===== config.mk =====
export PLATFORM = sky130hd
export DESIGN_NAME = snes_frame_decoder
export DESIGN_NICKNAME = d
export VERILOG_FILES = /design/src/rtl/snes_frame_decoder.sv
export SDC_FILE = /design/constraint.sdc
export NUM_CORES = 1
export LEC_CHECK = 0
export ABC_AREA = 0
export CORE_ASPECT_RATIO = 0.5
export CORE_MARGIN = 10
export CORE_UTILIZATION = 50
export CTS_CLUSTER_DIAMETER = 200
export DETAILED_ROUTE_END_ITERATION = 6
export PLACE_DENSITY_LB_ADDON = 0.2
export SLEW_MARGIN = 20
export SYNTH_ARGS = -nofsm -noshare
export SYNTH_HDL_FRONTEND = slang
export SYNTH_SLANG_ARGS = --single-unit

===== constraint.sdc =====
create_clock -name clk_system -period 1.8 [get_ports clk_system]
set_input_delay 0.36 -clock clk_system [delete_from_list [all_inputs] [get_ports clk_system]]
set_output_delay 0.36 -clock clk_system [all_outputs]
set_load 0.05 [all_outputs]

===== src/rtl/snes_frame_decoder.sv =====
// Passive SNES controller frame decoder. It deserialises the 16-bit frame and derives the facing direction.
// Latency is SYNC_STAGES+2 clk_system cycles from the 15th clk_ctrl fall to frame_valid. There is no backpressure, because it is a pure monitor.
module snes_frame_decoder #(
    parameter int SYNC_STAGES = 2,
    parameter int TIMEOUT     = 1024
) (
    input  logic        clk_system,
    input  logic        reset,
    input  logic        ctrl_latch,
    input  logic        clk_ctrl,
    input  logic        ctrl_data,
    output logic [15:0] buttons,
    output logic        frame_valid,
    output logic        frame_error,
    output logic        dir,
    output logic        busy
);

    localparam int TW = ($clog2(TIMEOUT) + 1 > 11) ? $clog2(TIMEOUT) + 1 : 11;

    typedef enum logic [1:0] {IDLE, LATCH, SHIFT, DONE} state_t;

    state_t                 state;
    logic [SYNC_STAGES-1:0] latch_sync;
    logic [SYNC_STAGES-1:0] cclk_sync;
    logic [SYNC_STAGES-1:0] data_sync;
    logic                   latch_hist;
    logic                   cclk_hist;
    logic [15:0]            shreg;
    logic [3:0]             bitcnt;
    logic [TW-1:0]          timer;

    logic latch_s;
    logic cclk_s;
    logic data_s;
    logic latch_rise;
    logic latch_fall;
    logic cclk_fall;

    assign latch_s    = latch_sync[SYNC_STAGES-1];
    assign cclk_s     = cclk_sync[SYNC_STAGES-1];
    assign data_s     = data_sync[SYNC_STAGES-1];
    assign latch_rise = latch_s & ~latch_hist;
    assign latch_fall = ~latch_s & latch_hist;
    assign cclk_fall  = ~cclk_s & cclk_hist;

    always_ff @(posedge clk_system) begin
        if (reset) begin
            latch_sync <= '0;
            cclk_sync  <= '0;
            data_sync  <= '0;
            latch_hist <= 1'b0;
            cclk_hist  <= 1'b0;
        end else begin
            latch_sync <= {latch_sync[SYNC_STAGES-2:0], ctrl_latch};
            cclk_sync  <= {cclk_sync[SYNC_STAGES-2:0], clk_ctrl};
            data_sync  <= {data_sync[SYNC_STAGES-2:0], ctrl_data};
            latch_hist <= latch_s;
            cclk_hist  <= cclk_s;
        end
    end

    always_ff @(posedge clk_system) begin
        if (reset) begin
            state       <= IDLE;
            buttons     <= 16'h0000;
            frame_valid <= 1'b0;
            frame_error <= 1'b0;
            dir         <= 1'b0;
            busy        <= 1'b0;
            bitcnt      <= 4'd0;
            timer       <= '0;
            shreg       <= 16'h0000;
        end else begin
            frame_valid <= 1'b0;
            frame_error <= 1'b0;
            case (state)
                IDLE: begin
                    if (latch_rise) begin
                        state <= LATCH;
                        busy  <= 1'b1;
                    end
                end
                LATCH: begin
                    if (latch_fall) begin
                        shreg  <= {shreg[14:0], ~data_s};
                        bitcnt <= 4'd1;
                        timer  <= '0;
                        state  <= SHIFT;
                    end
                end
                SHIFT: begin
                    // A new latch restarts the frame even if a clock fall lands in the same cycle.
                    if (latch_rise) begin
                        frame_error <= 1'b1;
                        bitcnt      <= 4'd0;
                        timer       <= '0;
                        state       <= LATCH;
                    end else if (cclk_fall) begin
                        shreg  <= {shreg[14:0], ~data_s};
                        timer  <= '0;
                        bitcnt <= bitcnt + 4'd1;
                        if (bitcnt == 4'd15) begin
                            state <= DONE;
                        end
                    end else if (timer == TW'(TIMEOUT - 1)) begin
                        frame_error <= 1'b1;
                        bitcnt      <= 4'd0;
                        timer       <= '0;
                        busy        <= 1'b0;
                        state       <= IDLE;
                    end else begin
                        timer <= timer + TW'(1);
                    end
                end
                DONE: begin
                    bitcnt <= 4'd0;
                    busy   <= 1'b0;
                    state  <= IDLE;
                    // Trailing bits are never pressed on a real pad, so a pressed tail marks a corrupt frame.
                    if (shreg[3:0] == 4'h0) begin
                        buttons     <= shreg;
                        frame_valid <= 1'b1;
                        if (shreg[9] && !shreg[8]) begin
                            dir <= 1'b1;
                        end else if (shreg[8] && !shreg[9]) begin
                            dir <= 1'b0;
                        end
                    end else begin
                        frame_error <= 1'b1;
                    end
                end
                default: begin
                    busy  <= 1'b0;
                    state <= IDLE;
                end
            endcase
        end
    end

endmodule


# Yosys cells after proc, flatten, opt, wreduce, memory -nomap -nowiden
# Index checks and enable logic that the tools add are counted.
[totals] ff_bits=61 elab_cells=89
[classes] bitwise_logic=8 muxes=34 n_reduce_logical=18 eq_ne=13 n_addsub=2
[op_table] op="$mux W16" count=3
[op_table] op="$mux W11" count=4
[op_table] op="$pmux W16 S2" count=1
[op_table] op="$pmux W11 S2" count=1
[op_table] op="$mux W4" count=4
[op_table] op="$mux W2" count=6
[op_table] op="$ne A2 B2 Y1 const B" count=6
[op_table] op="$pmux W4 S3" count=1
[op_table] op="$add A11 B1 Y11 const B" count=1
[op_table] op="$eq A11 B10 Y1 const B" count=1
[op_table] op="$mux W1" count=11
[op_table] op="$ne A4 B4 Y1 const B" count=2
[op_table] op="$pmux W2 S4" count=1
[op_table] op="$reduce_and A4 Y1" count=2
[op_table] op="$reduce_and A3 Y1" count=2
[op_table] op="$reduce_bool A3 Y1" count=2
[op_table] op="$not A1 Y1" count=5
[op_table] op="$reduce_and A5 Y1" count=1
[op_table] op="$add A4 B1 Y4 const B" count=1
[op_table] op="$eq A2 B2 Y1 const B" count=2
[op_table] op="$eq A4 B4 Y1 const B" count=1
[op_table] op="$logic_not A4 Y1" count=1
[op_table] op="$reduce_and A2 Y1" count=2
[op_table] op="$reduce_bool A2 Y1" count=2
[op_table] op="8 further kinds" count=12

# Longest topological paths before layout
# Gate-level depths: netlist (run 1).
[logic_depth] ltp_word=5 depth_mapped=7

# Worst setup path before layout (run 1)
# OpenSTA, ideal clock, no wires.
[synth_timing] path_kind="reg2reg" start="register timer[0]" end="register bitcnt[0]" stages_incl_launch_ff=7 n_path_buf=1 slack_ns=0.049 arrival_time_ns=1.632 path_cell_list="dfxtp_1 ha_1 nand3_2 or4_4 buf_6 a32oi_1 a21oi_1"
[synth_between] elab_chain_cells=3
[synth_lines] item="start, declared" line="31" text="logic [TW-1:0] timer;"
[synth_lines] item="start signal, assigned" line="113" text="timer <= timer + TW'(1);"
[synth_lines] item="$eq A11 B10 Y1" line="106" text="end else if (timer == TW'(TIMEOUT - 1)) begin"
[synth_lines] item="$ne A4 B4 Y1 (no source line)"
[synth_lines] item="$reduce_and A3 Y1 (no source line)"
[synth_lines] item="end signal, assigned" line="102" text="bitcnt <= bitcnt + 4'd1;"
[synth_lines] item="end, declared" line="30" text="logic [3:0] bitcnt;"
# No other way between the ends.
# A chain may end at the register's enable or synchronous reset.

# Final worst setup path (run 1)
[layout_timing] start="register timer[9]" end="register busy"
[layout_between] elab_chain_cells=3
[layout_lines] item="$eq A11 B10 Y1" line="106"
[layout_lines] item="$ne A2 B2 Y1 (no source line)"
[layout_lines] item="$reduce_and A5 Y1 (no source line)"
[layout_lines] item="end signal, assigned" line="110" text="busy <= 1'b0;"
[layout_lines] item="end signal, assigned" line="118" text="busy <= 1'b0;"
[layout_lines] item="end signal, assigned" line="134" text="busy <= 1'b0;"
[layout_lines] item="end, declared" line="16" text="output logic busy"
# No other way between the ends.

==> summary.txt, run 1 <==
Route
  • DR vias/cell: 5.205
  • Number of vias after detailed routing: slightly below 2000
  • Wire length reported by the detailed router: around 5.1 mm
  • Routed length per instance: 13.37 microns
  • Pre-Repair DR Iteration Count: 4
  • Final routed DRC violation total: 0
  • Count of antenna-violating nets left after detailed routing: 0
  • Drt first-iter violations: 86

Floorplanning
  • Effective utilization at floorplan: 51.66%
  • Die outline area: 8494 sq um
  • Placeable core area: slightly below 5000 sq um
  • Io pins: 25
  • # rows: 18
  • Overall die height: around 70 microns
  • Die width: 120.7 microns

Yosys
  • Share of flip-flops with an asynchronous set or reset: 0%
  • Post-synth top flop: dfxtp_1
  • Post-synthesis xor/xnor area fraction: less than 1%
  • Post-synthesis simple-gate area fraction: 23.83%
  • Share of the synthesized area in compound gates (AO/OA/AOI/OAI): 13.96%
  • Synthesized instance count: between 200 and 300
  • Count of flip-flops with a built-in enable after synthesis: 0
  • Net count of the mapped netlist: 276
  • Sequential element share of the synthesized area: 48.15%
  • Dominant combinational cell family by area after synthesis: simple AND/OR/NAND/NOR gates
  • Area share of the largest cell type after synthesis: just under 50%
  • Netlist area before placement: about 2500 sq um
  • Cell taking the most area after synthesis: dfxtp_1
  • Fraction of synthesized area in multiplexers: between 5 and 6%
  • Biggest area contributors in the synthesized netlist: dfxtp_1 48%, mux2i_1 5.9%, nand2_1 5.3%
  • Unique masters post-synth: between 40 and 50
  • Flip-flop and latch count after synthesis: 61
  • Synthesized area divided by synthesized cell count: 9.463 sq um
  • Ys Warns: 0
  • Post-synthesis share of cell area spent on full adders, half adders and majority gates: under 10%

STA
  • Actual slew at the worst max-slew pin: 0.4933 ns
  • Slew Viols, Final: 0
  • Worst clock skew: 0.008183 ns
  • Slew Limit Headroom: 66.81%
  • Hold Vio Cnt, Final: 0
  • Setup repair after global routing missed its margin: false
  • Final period util: 94.39%
  • Count of final setup violators: 0
  • Fin crit period: 1.699 ns
  • Fmax achieved: 588.6 MHz

Job
  • Max-cap violations: 0

Power
  • Total power after layout: 2.768 mW
  • Leakage: 1.215 nW
  • Power Density: between 900 and 1000 nW/um^2
  • VDD IR-drop max: roughly 0.56 mV

Hold path
  • HP Class: input pin to flop

Clock network
  • TritonCTS clock tree: yes
  • CTS HTree Levels: 3
  • Clk_lat worst skew: 0.34 ns
  • Sink Count: 61
  • Clock Pin Slew Worst Setup and Hold Paths: about 0.070 ns
  • Maximum clock path buffer count: 2
  • Total CTS buffers: 9
  • Hold_buf cts: 0
  • CTS root buffer: clkbuf_8

GRT
  • Vias in the first global route: 1884
  • Sum of overflow across all layers after global routing: 0
  • Maximum number of pins on one net before global-route repair: 24
  • First-pass GRT wire length: 8.763 mm
  • Number of antenna violations at the first check in global routing: 0
  • All-Layer GR Usage: 12.82%

Critical path
  • Required time worst endpoint: 2.02 ns
  • CP max FO: 7
  • Endpoint kind of the worst setup timing path: flop
  • Kind of critical path: flop to flop
  • Signal arrival time at the worst endpoint: 1.92 ns
  • CP startpoint kind: flop

Placed design
  • IO buf count: 24
  • Post-detailed-placement cell area: 2823 sq um
  • Final estimated routing congestion in global placement: 0.8058
  • Half-perimeter wire length after placement: 3.638 mm

Finish
  • Total number of nets in the final design: 313
  • Layout cell share with drive strength beyond 1: between 20% and 30%
  • Fin area: 3050 sq um
  • Number of diodes added for antenna fixing: 0
  • Area grow syn2layout: 20.28%

Outcome
  • Status: finished clean
==> per-layer routing <==
layer | wire length (microns) | part of all wire [%] | track usage (%)
met1 | 2375 | 47 | 14.69
met2 | 2386 | 47 | 20.10
met3 | 251 | 4.9 | 6.656
met4 | 68 | 1.3 | 4.388
met5 | 0 | 0 | 0
==> cells in the mapped netlist, types with 2 or more instances <==
library cell  number
dfxtp_1           61
nand2_1           36
a21oi_1           26
nor2_1            22
mux2i_1           15
nor2b_1           10
nand3_1            8
clkbuf_1           7
buf_6              6
nand2b_1           5
inv_1              4
nor3b_1            4
o21ai_0            4
a311oi_1           3
buf_2              3
ha_1               3
nand3b_1           3
nand4_1            3
nor3_1             3
a2111oi_2          2
a211oi_1           2
a31oi_1            2
a32oi_1            2
a41oi_1            2
and2b_1            2
clkbuf_8           2
nor4_1             2
o21bai_1           2
o31a_1             2
or2_2              2
xnor2_1            2
==> logic make-up (layout without fill, tap and decap cells) <==
group | after synthesis | after routing
AND/OR/NAND/NOR | 112 | 112
flip-flops | 61 | 61
AO/OA/AOI/OAI | 53 | 53
buffers and inverters | 22 | 64
multiplexers | 15 | 15
adder cells (fa/ha/maj) | 3 | 3
XOR/XNOR | 2 | 2
==> cell usage in the layout (no fill, tap or decap), types with 2 or more instances in the layout <==
master | Yosys | final
a2111oi_2 | 2 | 2
a211oi_1 | 2 | 2
a21oi_1 | 26 | 26
a311oi_1 | 3 | 3
a31oi_1 | 2 | 2
a32oi_1 | 2 | 2
a41oi_1 | 2 | 2
and2b_1 | 2 | 2
buf_4 | 0 | 40
bufinv_16 | 0 | 2
clkbuf_8 | 2 | 9
clkdlybuf4s50_1 | 0 | 3
clkinv_2 | 0 | 2
clkinv_4 | 0 | 2
dfxtp_1 | 61 | 61
ha_1 | 3 | 3
inv_1 | 4 | 4
mux2i_1 | 15 | 15
nand2_1 | 36 | 36
nand2b_1 | 5 | 5
nand3_1 | 8 | 8
nand3b_1 | 3 | 3
nand4_1 | 3 | 3
nor2_1 | 22 | 22
nor2b_1 | 10 | 10
nor3_1 | 3 | 3
nor3_4 | 1 | 2
nor3b_1 | 4 | 4
nor4_1 | 2 | 2
o21ai_0 | 4 | 4
o21bai_1 | 2 | 2
o31a_1 | 2 | 2
or2_2 | 2 | 2
xnor2_1 | 2 | 2
==> cell type report <==
type / count / area, sq um
clock inverters: 6 / 87.58
repair buffers: 44 / 335.3
inverters: 4 / 15.01
fillers: 451 / 1859
flip-flops and latches: 61 / 1221
clock buffers: 10 / 127.6
well taps: 70 / 87.58
multi-input cells: 185 / 1176
==> report_power, final <==
part           total (mW)  switching (mW)  leakage (nW)  internal (mW)
clock                1.31           0.535         0.110          0.779
sequential           1.37         0.00578         0.493           1.36
combinational      0.0865          0.0518         0.612         0.0348
==> critical path, stage by stage, from the launching register on <==
cell and delay, ns:
dfxtp_1 0.36, or2b_1 0.25, or4_4 0.60, o311ai_1 0.27, a21oi_1 0.10
==> path summary, 6_finish.rpt <==
| path | from | end | depth (start not counted) | slack [ns] |
|---|---|---|---|---|
| setup / recovery | timer[9] | busy | 4 | 0.10 |
| hold reg to reg | latch_sync[0] | latch_sync[1] | 1 | 0.44 |
| setup reg to reg | timer[9] | busy | 4 | 0.10 |
| hold / removal | reset | latch_hist | 2 | 0.39 |
==> flip-flops by register name, summed over array words and instances, names as in the netlist, 2 cells and up <==
name	flops
timer	11
state	2
shreg	16
latch_sync	2
bitcnt	4
cclk_sync	2
data_sync	2
buttons	16
==> per-stage QoR <==
stage	instances	TNS, ns	setup WS, ns	util, %	hold slack (ns)
6_report	380	0	0.1010	62.13	0.3935
5_1_grt	380	0	0.01927	62.13	0.4083
4_1_cts	380	0	0.08279	62.00	0.3727
3_5_place_dp	364	-0.003351	-0.003351	57.49	0.4264
3_3_place_gp	364	0	0.1550	57.49	0.4173
2_1_floorplan	268	0	0.04867	-	0.4138
==> timing repair <==
item                                   CTS  global route
pin swaps                                0             1
endpoints found under the hold margin    0             0
setup endpoints to repair                1             3
resized for setup                        1             1
setup buffers                            0             0
No activity file was read; power rests on OpenSTA's default activity.
==> run 2, diff against run 1 <==
--- a/config.mk
+++ b/config.mk
@@ -8,7 +8,7 @@
 export ABC_AREA = 0
 export CORE_ASPECT_RATIO = 0.5
 export CORE_MARGIN = 10
-export CORE_UTILIZATION = 50
+export CORE_UTILIZATION = 56
 export CTS_CLUSTER_DIAMETER = 200
 export DETAILED_ROUTE_END_ITERATION = 6
 export PLACE_DENSITY_LB_ADDON = 0.2
==> constraint.sdc (replaced) <==
create_clock -name clk_system -period 1.9 [get_ports clk_system]
set_input_delay 0.38 -clock clk_system [delete_from_list [all_inputs] [get_ports clk_system]]
set_output_delay 0.38 -clock clk_system [all_outputs]
set_load 0.05 [all_outputs]
==> summary.txt, run 2 (synthesis results as in run 1) <==
Outcome
  • Status: finished clean

STA
  • Final period util: a little over nine tenths
  • Actual slew at the worst max-slew pin: 0.5570 ns (+0.06365 ns)
  • Hold Vio Cnt, Final: 0 (unchanged)
  • Slew Viols, Final: 0 (unchanged)
  • Count of final setup violators: 0 (unchanged)
  • Fin crit period: 1.852 ns
  • Setup repair after global routing missed its margin: false
  • Fin Setup TNS: 0 ns (unchanged)
  • Final WS setup: 0.04809 ns (-0.05286 ns)
  • Slew Limit Headroom: 62.53% (-4.3 points)
  • Worst clock skew: 0.009965 ns (+0.001782 ns)
  • Fmax achieved: 540.0 MHz
  • Worst slack on hold paths: 0.4440 ns (+0.05042 ns)

Critical path
  • Endpoint kind of the worst setup timing path: primary output
  • Signal arrival time at the worst endpoint: 1.47 ns (-0.45 ns)
  • Kind of critical path: flop to primary output
  • CP max FO: 2 (-5)
  • Reg-to-reg setup timing slack: 0.16 ns (+0.06 ns)
  • Logic depth of the worst register-to-register path: 5 (+1)
  • Required time worst endpoint: 1.52 ns (-0.50 ns)
  • Slowest cell delay on critical path: 0.81 ns (+0.21 ns)
  • Critical-path cell list: clkdlybuf4s50_1
  • Number of buffer and inverter stages on the critical path: 1 (+1)
  • Reg2Reg Capture Point: busy
  • Top Family by Delay on Critical Path: buffers and inverters
  • Origin of the critical flop-to-flop path: timer[1]
  • CP startpoint kind: flop
  • CP max-delay cell: clkdlybuf4s50_1

Power
  • Leakage: 1.304 nW (+7.3%)
  • VDD IR-drop max: 0.5826 mV (+3.8%)
  • Power Density: 800.5 nW/um^2 (-12%)

GRT
  • First-pass GRT wire length: 8.597 mm (-1.9%)
  • Number of antenna violations at the first check in global routing: 0 (unchanged)
  • Vias in the first global route: 1931 (+2.5%)
  • Maximum number of pins on one net before global-route repair: 27 (+13%)
  • All-Layer GR Usage: 13.78% (+0.96 points)
  • Sum of overflow across all layers after global routing: 0 (unchanged)

Route
  • Routed length per instance: 13.76 microns (+2.9%)
  • Count of antenna-violating nets left after detailed routing: 0 (unchanged)
  • Drt first-iter violations: 115 (+34%)
  • Number of vias after detailed routing: 1957 (-1.1%)
  • Pre-Repair DR Iteration Count: 5 (+1)
  • Wire length reported by the detailed router: 4.939 mm (-2.8%)
  • Final routed DRC violation total: 0 (unchanged)
  • DR vias/cell: 5.451 (+4.7%)

Clock network
  • CTS HTree Levels: 3 (unchanged)
  • Clk_lat worst skew: 0.34 ns (about the same)
  • Count of buffers added by post-CTS timing repair for setup: 0 (unchanged)
  • CTS root buffer: clkbuf_8
  • TritonCTS clock tree: yes
  • Total CTS buffers: 9 (unchanged)
  • Clock Pin Slew Worst Setup and Hold Paths: 0.07 ns (about the same)
  • Maximum clock path buffer count: 2 (unchanged)
  • Sink Count: 61 (unchanged)

Floorplanning
  • Die width: 115.2 microns (-4.6%)
  • Overall die height: 67.59 microns (-3.9%)
  • # rows: 17 (-1)
  • Effective utilization at floorplan: 57.88% (+6.2 points)
  • Placeable core area: 4382 sq um (-11%)
  • Die outline area: 7784 sq um (-8.4%)
  • Io pins: 25 (unchanged)

Placed design
  • Final estimated routing congestion in global placement: 0.7669 (-4.8%)
  • Setup Slack @ Placement: -0.02362 ns (-0.02027 ns)
  • Post-detailed-placement cell area: 2814 sq um (-0.31%)
  • IO buf count: 24 (unchanged)
  • Half-perimeter wire length after placement: 3.423 mm (-5.9%)

Finish
  • Largest registers: buttons x16, shreg x16, timer x11
  • Fin area: 3032 sq um (-0.62%)
  • Sequential Area: 1221 sq um (unchanged)
  • Most used cells in the layout excluding fill and tap cells: 61 x dfxtp_1, 36 x nand2_1, 26 x a21oi_1
  • Total number of nets in the final design: 305 (-2.6%)
  • Most common cell after layout, fill and taps aside: dfxtp_1
  • Number of diodes added for antenna fixing: 0 (unchanged)
  • Filler Cell Count: 349 (-23%)
  • Layout cell share with drive strength beyond 1: 15.23% (-7.0 points)
  • Area occupied by multi-input gates: 1172 sq um (-0.32%)
  • Area grow syn2layout: 19.54%

Job
  • Max-cap violations: 0 (unchanged)

Hold path
  • Startpoint of the worst hold path: latch_sync[0]
  • Hold Path End: latch_sync[1]
  • HP Class: flop to flop
  • Hold depth: 1 (-1)
## run 2: cell count changes in the layout (fill, tap and decap cells not counted), moves of 2 or more
cell / change
clkinv_2: -2
clkdlybuf4s50_1: +7
buf_12: +2
bufinv_16: -2
clkinvlp_4: +3
buf_4: -27
dlymetal6s2s_1: +10
## run 2: final cells by class
cell class                 instances  share of cell area, %
sequential                        61                  40.28
multi-input combinational        185                  38.67
timing repair buffer              36                  12.13
clock buffer                       9                  4.086
tap                               57                  2.352
clock inverter                     7                  1.981
inverter                           4                 0.4953
## run 2: per-layer routing
layer	up-vias	track usage (%)	share of wire, %
met4	0	7.362	1.7
met3	9	6.012	5.8
li1	994	-	-
met2	38	23.32	47
met5	-	0	0
met1	916	14.58	46
## run 2: worst max path at each step
stage,from,to,slack (ns),cells past startpoint
2_1_floorplan,timer[0],bitcnt[0],0.15,6
3_3_place_gp,timer[1],bitcnt[3],0.09,5
3_5_place_dp,timer[1],bitcnt[2],-0.02,5
4_1_cts,buttons[7],buttons[7],0.003,1
5_1_grt,buttons[13],buttons[13],0.00006,1
6_report,buttons[2],buttons[2],0.05,1
## run 2: metrics by stage
stage / instances / total power, mW / utilization [%]
finish: 359 / 2.427 / 69.19
global route: 359 / 2.533 / 69.19
CTS: 359 / 2.454 / 68.56
detailed placement: 343 / 1.408 / 64.22
global placement: 343 / 1.405 / 64.22
floorplan: 268 / 1.385 / -
## run 2: power by group
part	switching, mW	internal (mW)
sequential	0.00627	1.29
clock	0.559	0.489
combinational	0.0487	0.0345
total	0.614	1.81
## run 2: repair_timing
item                                    4_1_cts  5_1_grt
endpoints found under the setup margin        2       15
pin swaps                                     0        1
hold buffers                                  0        0
resized for setup                             1       11
